**config.mk**
```make
export PLATFORM = sky130hd
export DESIGN_NAME = lp_tx_serializer_flat
export DESIGN_NICKNAME = d
export VERILOG_FILES = /design/src/rtl/lp_tx_serializer_if.sv /design/src/rtl/lp_tx_serializer.sv /design/src/flat_wrapper.sv
export SDC_FILE = /design/constraint.sdc
export NUM_CORES = 1
export LEC_CHECK = 0
export ABC_AREA = 1
export CELL_PAD_IN_SITES_DETAIL_PLACEMENT = 0
export CELL_PAD_IN_SITES_GLOBAL_PLACEMENT = 1
export CORE_ASPECT_RATIO = 0.9
export CORE_UTILIZATION = 36
export CTS_BUF_LIST = sky130_fd_sc_hd__clkbuf_16
export DETAILED_ROUTE_END_ITERATION = 6
export PLACE_DENSITY_LB_ADDON = 0.3
export SKIP_CTS_REPAIR_TIMING = 1
export SLEW_MARGIN = 20
export SYNTH_ARGS = -nofsm -noshare
export SYNTH_HDL_FRONTEND = slang
export SYNTH_SLANG_ARGS = --single-unit
```
**constraint.sdc**
```tcl
create_clock -name clk_i -period 1.7 [get_ports clk_i]
set_input_delay 0.255 -clock clk_i [delete_from_list [all_inputs] [get_ports clk_i]]
set_output_delay 0.255 -clock clk_i [all_outputs]
set_load 0.005 [all_outputs]
```
**src/rtl/lp_tx_serializer_if.sv**
```systemverilog
// Byte-stream handshake between a payload source and the serializer.
// Suffixes name the direction as seen from the serializer.
interface lp_tx_serializer_if;
  logic [7:0] data_i;
  logic       valid_i;
  logic       last_i;
  logic       ready_o;

  modport master (output data_i, output valid_i, output last_i, input ready_o);
  modport slave  (input data_i, input valid_i, input last_i, output ready_o);
endinterface

```
**src/rtl/lp_tx_serializer.sv**
```systemverilog
// Frame serializer: sync byte, payload bytes LSB first at two bits per cycle, then a trail.
// The line outputs come straight from flops so the DDR stage sees no input-to-output path.
module lp_tx_serializer #(
  parameter logic [7:0]  SYNC_BYTE    = 8'hB8,
  parameter int unsigned TRAIL_CYCLES = 4
) (
  input  logic              clk_i,
  input  logic              rst_i,
  lp_tx_serializer_if.slave in_if,
  output logic [1:0]        bits_o,
  output logic              active_o,
  output logic              underflow_o
);

  typedef enum logic [1:0] {
    ST_IDLE  = 2'd0,
    ST_SYNC  = 2'd1,
    ST_DATA  = 2'd2,
    ST_TRAIL = 2'd3
  } state_e;

  localparam logic [3:0] TRAIL_LOAD = 4'(TRAIL_CYCLES - 1);
  localparam logic [1:0] CNT_LAST   = 2'd3;

  state_e     state_q, state_d;
  logic [7:0] sr_q, sr_d;
  logic [7:0] hold_q, hold_d;
  logic [1:0] cnt_q, cnt_d;
  logic [3:0] trail_q, trail_d;
  logic       hold_full_q, hold_full_d;
  logic       hold_last_q, hold_last_d;
  logic       last_seen_q, last_seen_d;
  logic       cur_last_q, cur_last_d;
  logic       active_q, active_d;
  logic       underflow_q, underflow_d;
  logic       in_frame_s, ready_s, hs_s, boundary_s;

  assign in_frame_s    = (state_q == ST_SYNC) || (state_q == ST_DATA);
  assign ready_s       = in_frame_s && !hold_full_q && !last_seen_q;
  assign hs_s          = in_if.valid_i && ready_s;
  assign boundary_s    = in_frame_s && (cnt_q == CNT_LAST);
  assign in_if.ready_o = ready_s;
  assign bits_o        = sr_q[1:0];
  assign active_o      = active_q;
  assign underflow_o   = underflow_q;

  // State register.
  always_ff @(posedge clk_i) begin
    if (!rst_i) begin
      state_q <= ST_IDLE;
    end else begin
      state_q <= state_d;
    end
  end

  // Datapath and output registers; reset also drops any held byte.
  always_ff @(posedge clk_i) begin
    if (!rst_i) begin
      sr_q        <= 8'h00;
      hold_q      <= 8'h00;
      cnt_q       <= 2'd0;
      trail_q     <= 4'd0;
      hold_full_q <= 1'b0;
      hold_last_q <= 1'b0;
      last_seen_q <= 1'b0;
      cur_last_q  <= 1'b0;
      active_q    <= 1'b0;
      underflow_q <= 1'b0;
    end else begin
      sr_q        <= sr_d;
      hold_q      <= hold_d;
      cnt_q       <= cnt_d;
      trail_q     <= trail_d;
      hold_full_q <= hold_full_d;
      hold_last_q <= hold_last_d;
      last_seen_q <= last_seen_d;
      cur_last_q  <= cur_last_d;
      active_q    <= active_d;
      underflow_q <= underflow_d;
    end
  end

  // Next-state logic; at a byte boundary a pending or bypassing byte keeps the frame going.
  always_comb begin
    state_d = state_q;
    case (state_q)
      ST_IDLE: begin
        if (in_if.valid_i) state_d = ST_SYNC;
        else               state_d = ST_IDLE;
      end
      ST_SYNC, ST_DATA: begin
        if (!boundary_s)                 state_d = state_q;
        else if (hold_full_q || hs_s)    state_d = ST_DATA;
        else                             state_d = ST_TRAIL;
      end
      ST_TRAIL: begin
        if (trail_q == 4'd0) state_d = ST_IDLE;
        else                 state_d = ST_TRAIL;
      end
      default: state_d = ST_IDLE;
    endcase
  end

  // Register next values; the trail is held in sr as the inverse of the final line bit.
  always_comb begin
    sr_d        = sr_q;
    hold_d      = hold_q;
    cnt_d       = cnt_q;
    trail_d     = trail_q;
    hold_full_d = hold_full_q;
    hold_last_d = hold_last_q;
    last_seen_d = last_seen_q;
    cur_last_d  = cur_last_q;
    active_d    = active_q;
    underflow_d = 1'b0;
    case (state_q)
      ST_IDLE: begin
        cnt_d       = 2'd0;
        trail_d     = 4'd0;
        hold_full_d = 1'b0;
        hold_last_d = 1'b0;
        last_seen_d = 1'b0;
        cur_last_d  = 1'b0;
        if (in_if.valid_i) begin
          sr_d     = SYNC_BYTE;
          active_d = 1'b1;
        end else begin
          sr_d     = 8'h00;
          active_d = 1'b0;
        end
      end
      ST_SYNC, ST_DATA: begin
        active_d = 1'b1;
        if (boundary_s) begin
          cnt_d = 2'd0;
          if (hold_full_q) begin
            sr_d        = hold_q;
            cur_last_d  = hold_last_q;
            hold_full_d = 1'b0;
            hold_last_d = 1'b0;
          end else if (hs_s) begin
            sr_d        = in_if.data_i;
            cur_last_d  = in_if.last_i;
            last_seen_d = last_seen_q | in_if.last_i;
          end else begin
            sr_d        = {8{~sr_q[1]}};
            trail_d     = TRAIL_LOAD;
            underflow_d = ~cur_last_q;
          end
        end else begin
          cnt_d = cnt_q + 2'd1;
          sr_d  = {2'b00, sr_q[7:2]};
          if (hs_s) begin
            hold_d      = in_if.data_i;
            hold_full_d = 1'b1;
            hold_last_d = in_if.last_i;
            last_seen_d = last_seen_q | in_if.last_i;
          end else begin
            hold_d      = hold_q;
            hold_full_d = hold_full_q;
          end
        end
      end
      ST_TRAIL: begin
        if (trail_q == 4'd0) begin
          sr_d     = 8'h00;
          active_d = 1'b0;
        end else begin
          trail_d  = trail_q - 4'd1;
          active_d = 1'b1;
        end
      end
      default: begin
        sr_d        = 8'h00;
        cnt_d       = 2'd0;
        trail_d     = 4'd0;
        hold_full_d = 1'b0;
        hold_last_d = 1'b0;
        last_seen_d = 1'b0;
        cur_last_d  = 1'b0;
        active_d    = 1'b0;
      end
    endcase
  end

endmodule
```
**src/flat_wrapper.sv**
```systemverilog
// flat-port wrapper written by rule: the top's interface ports become plain ports
module lp_tx_serializer_flat 
#(
  parameter logic [7:0]  SYNC_BYTE    = 8'hB8,
  parameter int unsigned TRAIL_CYCLES = 4
)
  (clk_i, rst_i, bits_o, active_o, underflow_o, in_if_data_i, in_if_valid_i, in_if_last_i, in_if_ready_o);
  lp_tx_serializer_if in_if_i ();
  input  logic clk_i;
  input  logic rst_i;
  output logic [1:0] bits_o;
  output logic active_o;
  output logic underflow_o;
  input wire logic [$bits(in_if_i.data_i)-1:0] in_if_data_i;
  input wire logic [$bits(in_if_i.valid_i)-1:0] in_if_valid_i;
  input wire logic [$bits(in_if_i.last_i)-1:0] in_if_last_i;
  output wire logic [$bits(in_if_i.ready_o)-1:0] in_if_ready_o;
  assign in_if_i.data_i = in_if_data_i;
  assign in_if_i.valid_i = in_if_valid_i;
  assign in_if_i.last_i = in_if_last_i;
  assign in_if_ready_o = in_if_i.ready_o;
  lp_tx_serializer #(.SYNC_BYTE(SYNC_BYTE), .TRAIL_CYCLES(TRAIL_CYCLES)) u_core (.clk_i(clk_i), .rst_i(rst_i), .in_if(in_if_i), .bits_o(bits_o), .active_o(active_o), .underflow_o(underflow_o));
endmodule
```
==> impl_metrics.env, run 1 <==
export IMPL_crit_arrival_ps=1780
export IMPL_dpl_cell_count=324
export IMPL_synth_seq_cells=30
export IMPL_hold_viol_final=0
export IMPL_cts_tree="yes"
export IMPL_clock_sinks=30
export IMPL_cts_buffers=5
export IMPL_holdWs_ps=435.7
export IMPL_syn2layout_area_growth_pct=30.19
export IMPL_overflow=0
export IMPL_ant_nets=0
export IMPL_ys_types=30
export IMPL_fin_nets=288
export IMPL_antenna_found_initial=0
export IMPL_ys_seq_area_share_pct=36.23
export IMPL_hpwl_um=2939
export IMPL_outcome="complete, no violations"
export IMPL_drt_pre_antenna_iters=4
export IMPL_ios=17
export IMPL_fp_row_count=23
export IMPL_routed_wl_um=4025
export IMPL_min_delay_start="u_core.cur_last_q"
export IMPL_power_uw=3082
export IMPL_die_area_mm2=0.004881
export IMPL_diodes=0
export IMPL_min_period_ps=1621
export IMPL_port_buffers=16
export IMPL_yosys_warnings=0
export IMPL_startpoint_type="register"
export IMPL_hold_class="reg -> reg"
export IMPL_rsz0062_at_grt="true"
export IMPL_final_seq_area_um2=603.1
export IMPL_clock_path_buffers=2
export IMPL_final_cell_area_mm2=0.002158
export IMPL_drive_gt1_share_pct=18.52
export IMPL_wl_per_cell_um=12.12
export IMPL_min_period_over_period_pct=95.38
export IMPL_critPathMaxFanout=8
export IMPL_cp_required_ps=1860
export IMPL_syn_num_nets=256
export IMPL_clock_root_buffer="clkbuf_16"
export IMPL_core_area_mm2=0.004432
export IMPL_start_util_pct=37.41
export IMPL_syn_area_mm2=0.001658
export IMPL_peakVddDrop_mv=0.6923
export IMPL_drt_iter0_markers=79
export IMPL_place_area_mm2=0.001971
export IMPL_rrSetupSlack_ps=80
export IMPL_critPathKind="reg -> reg"
export IMPL_p_leak_uw=0.0009491
export IMPL_setup_viol=0
export IMPL_r2r_worst_path_cells=8
export IMPL_synth_cells=238
export IMPL_fillers=488
export IMPL_clk_pin_slew_ps=50
export IMPL_grt_max_degree=11
export IMPL_clkLatencyLatePin_ps=270
export IMPL_setup_tns_ps=0
export IMPL_critPathLaunch="u_core.state_q[1]"
export IMPL_slew_headroom_pct=78.68
export IMPL_gp_congestion=0.7609
export IMPL_vias=1553
export IMPL_die_y_um=66.38
export IMPL_drc=0
export IMPL_grt_pass1_vias=1422
export IMPL_max_clock_freq_ghz=0.6167
export IMPL_rr_startpoint="u_core.state_q[1]"
export IMPL_final_max_slew_viol_count=0
export IMPL_drv_cap=0
export IMPL_instances_no_fill=332
export IMPL_grt_use_total_pct=18.41
export IMPL_cp_end_kind="register"
export IMPL_htreeDepth=2
export IMPL_post_drt_via_cell_ratio=4.678
export IMPL_p_per_area_mw_per_mm2=1428
export IMPL_grt_first_pass_wirelength_um=6610
export IMPL_syn_avg_cell_area_um2=6.966
export IMPL_r2r_end="u_core.hold_q[3]"
export IMPL_clock_skew_ps=4.522
export IMPL_multi_input_area_um2=937.1
export IMPL_endpoint="u_core.hold_q[3]"
export IMPL_die_w_um=73.53
export IMPL_worst_slew_pin_slew_ps=316.5
==> state kept, by name (all words and copies together) (netlist names), 2 cells and up <==
| name | flops |
|---|---|
| u_core.trail_q | 4 |
| u_core.cnt_q | 2 |
| u_core.state_q | 2 |
| u_core.hold_q | 8 |
| u_core.sr_q | 8 |
==> logic make-up (layout without fill, tap and decap cells) <==
family,count (synthesis),count (layout),share of synthesized area [%]
adder cells (fa/ha/maj),6,6,4.528
buffers and inverters,36,68,9.358
flip-flops,30,30,36.23
AO/OA/AOI/OAI,43,43,15.47
AND/OR/NAND/NOR,123,123,34.42
==> layout by cell type (no fill, tap or decap), drive strengths merged <==
cell type      instances
o21ai                 13
inv                   30
ha                     6
nand3                  3
clkinv                 1
o21bai                 1
nand2                 83
a21oi                 21
buf                   15
a211oi                 1
or2                    1
clkdlybuf4s50         15
dfxtp                 30
dlymetal6s2s           1
nand4                  9
nor2                  22
nor3                   4
clkinvlp               1
a22oi                  6
o211ai                 1
nor4                   1
clkbuf                 5
==> power breakdown <==
part | internal (uW) | switching [uW]
Clock | 521 | 294
Sequential | 842 | 80.0
Combinational | 552 | 792
==> per-layer routing <==
| metal | track usage [%] | routed length, um | up-vias |
|---|---|---|---|
| met2 | 28.10 | 1791 | 33 |
| met4 | 9.375 | 73 | 0 |
| li1 | - | - | 835 |
| met3 | 4.268 | 213 | 6 |
| met5 | 0 | 0 | - |
| met1 | 24.01 | 1946 | 679 |
==> critical path, stage by stage, from the launching register on <==
cell        delay [ps]
dfxtp_2            330
inv_2               50
ha_4               290
buf_6              110
nand4_4            140
nor2_8             200
clkinvlp_4         200
nand2_1            120
a21oi_1             70
==> final cells by class <==
type | instances | area share (%)
Tap cell | 62 | 3.594
Clock inverter | 2 | 0.3478
Inverter | 30 | 5.391
Sequential cell | 30 | 27.94
Timing Repair Buffer | 31 | 13.51
Clock buffer | 5 | 5.797
Multi-Input combinational cell | 172 | 43.42
==> metrics by stage <==
step	utilization, %	setup WS [ps]
after floorplan	-	101.8
after global placement	44.47	-44.53
after detailed placement	44.47	-68.84
after CTS	47.46	-332.3
after global routing	48.70	-0.06173
final	48.70	78.50
==> Yosys cell counts (all sizes together) <==
cell,count,share of area [%]
nand2,83,19
dfxtp,30,36
inv,29,6.6
nor2,22,7.8
a21oi,21,7.5
o21ai,13,3.9
nand4,9,4.3
a22oi,6,2.7
ha,6,4.5
buf,5,2.3
nor3,4,1.2
nand3,3,1.2
a211oi,1,0.45
clkbuf,1,0.30
clkinv,1,0.23
nor4,1,0.38
o211ai,1,0.45
o21bai,1,0.45
or2,1,0.38
==> worst min path at each step <==
stage                               endpoint  cells after the start  slack, ps
after floorplan           u_core.underflow_o                      1        390
after global placement    u_core.underflow_o                      1        420
after detailed placement  u_core.underflow_o                      1        420
after CTS                 u_core.underflow_o                      1        430
after global routing      u_core.underflow_o                      1        460
final                     u_core.underflow_o                      1        440
Note: power is estimated with default switching activity, not from simulation.
==> inputs of run 2 (changes only) <==
Settings changed: CTS_CLUSTER_DIAMETER set to 60.
==> results of run 2 <==
The final DEF is identical to that of run 1; final timing and power are the same.
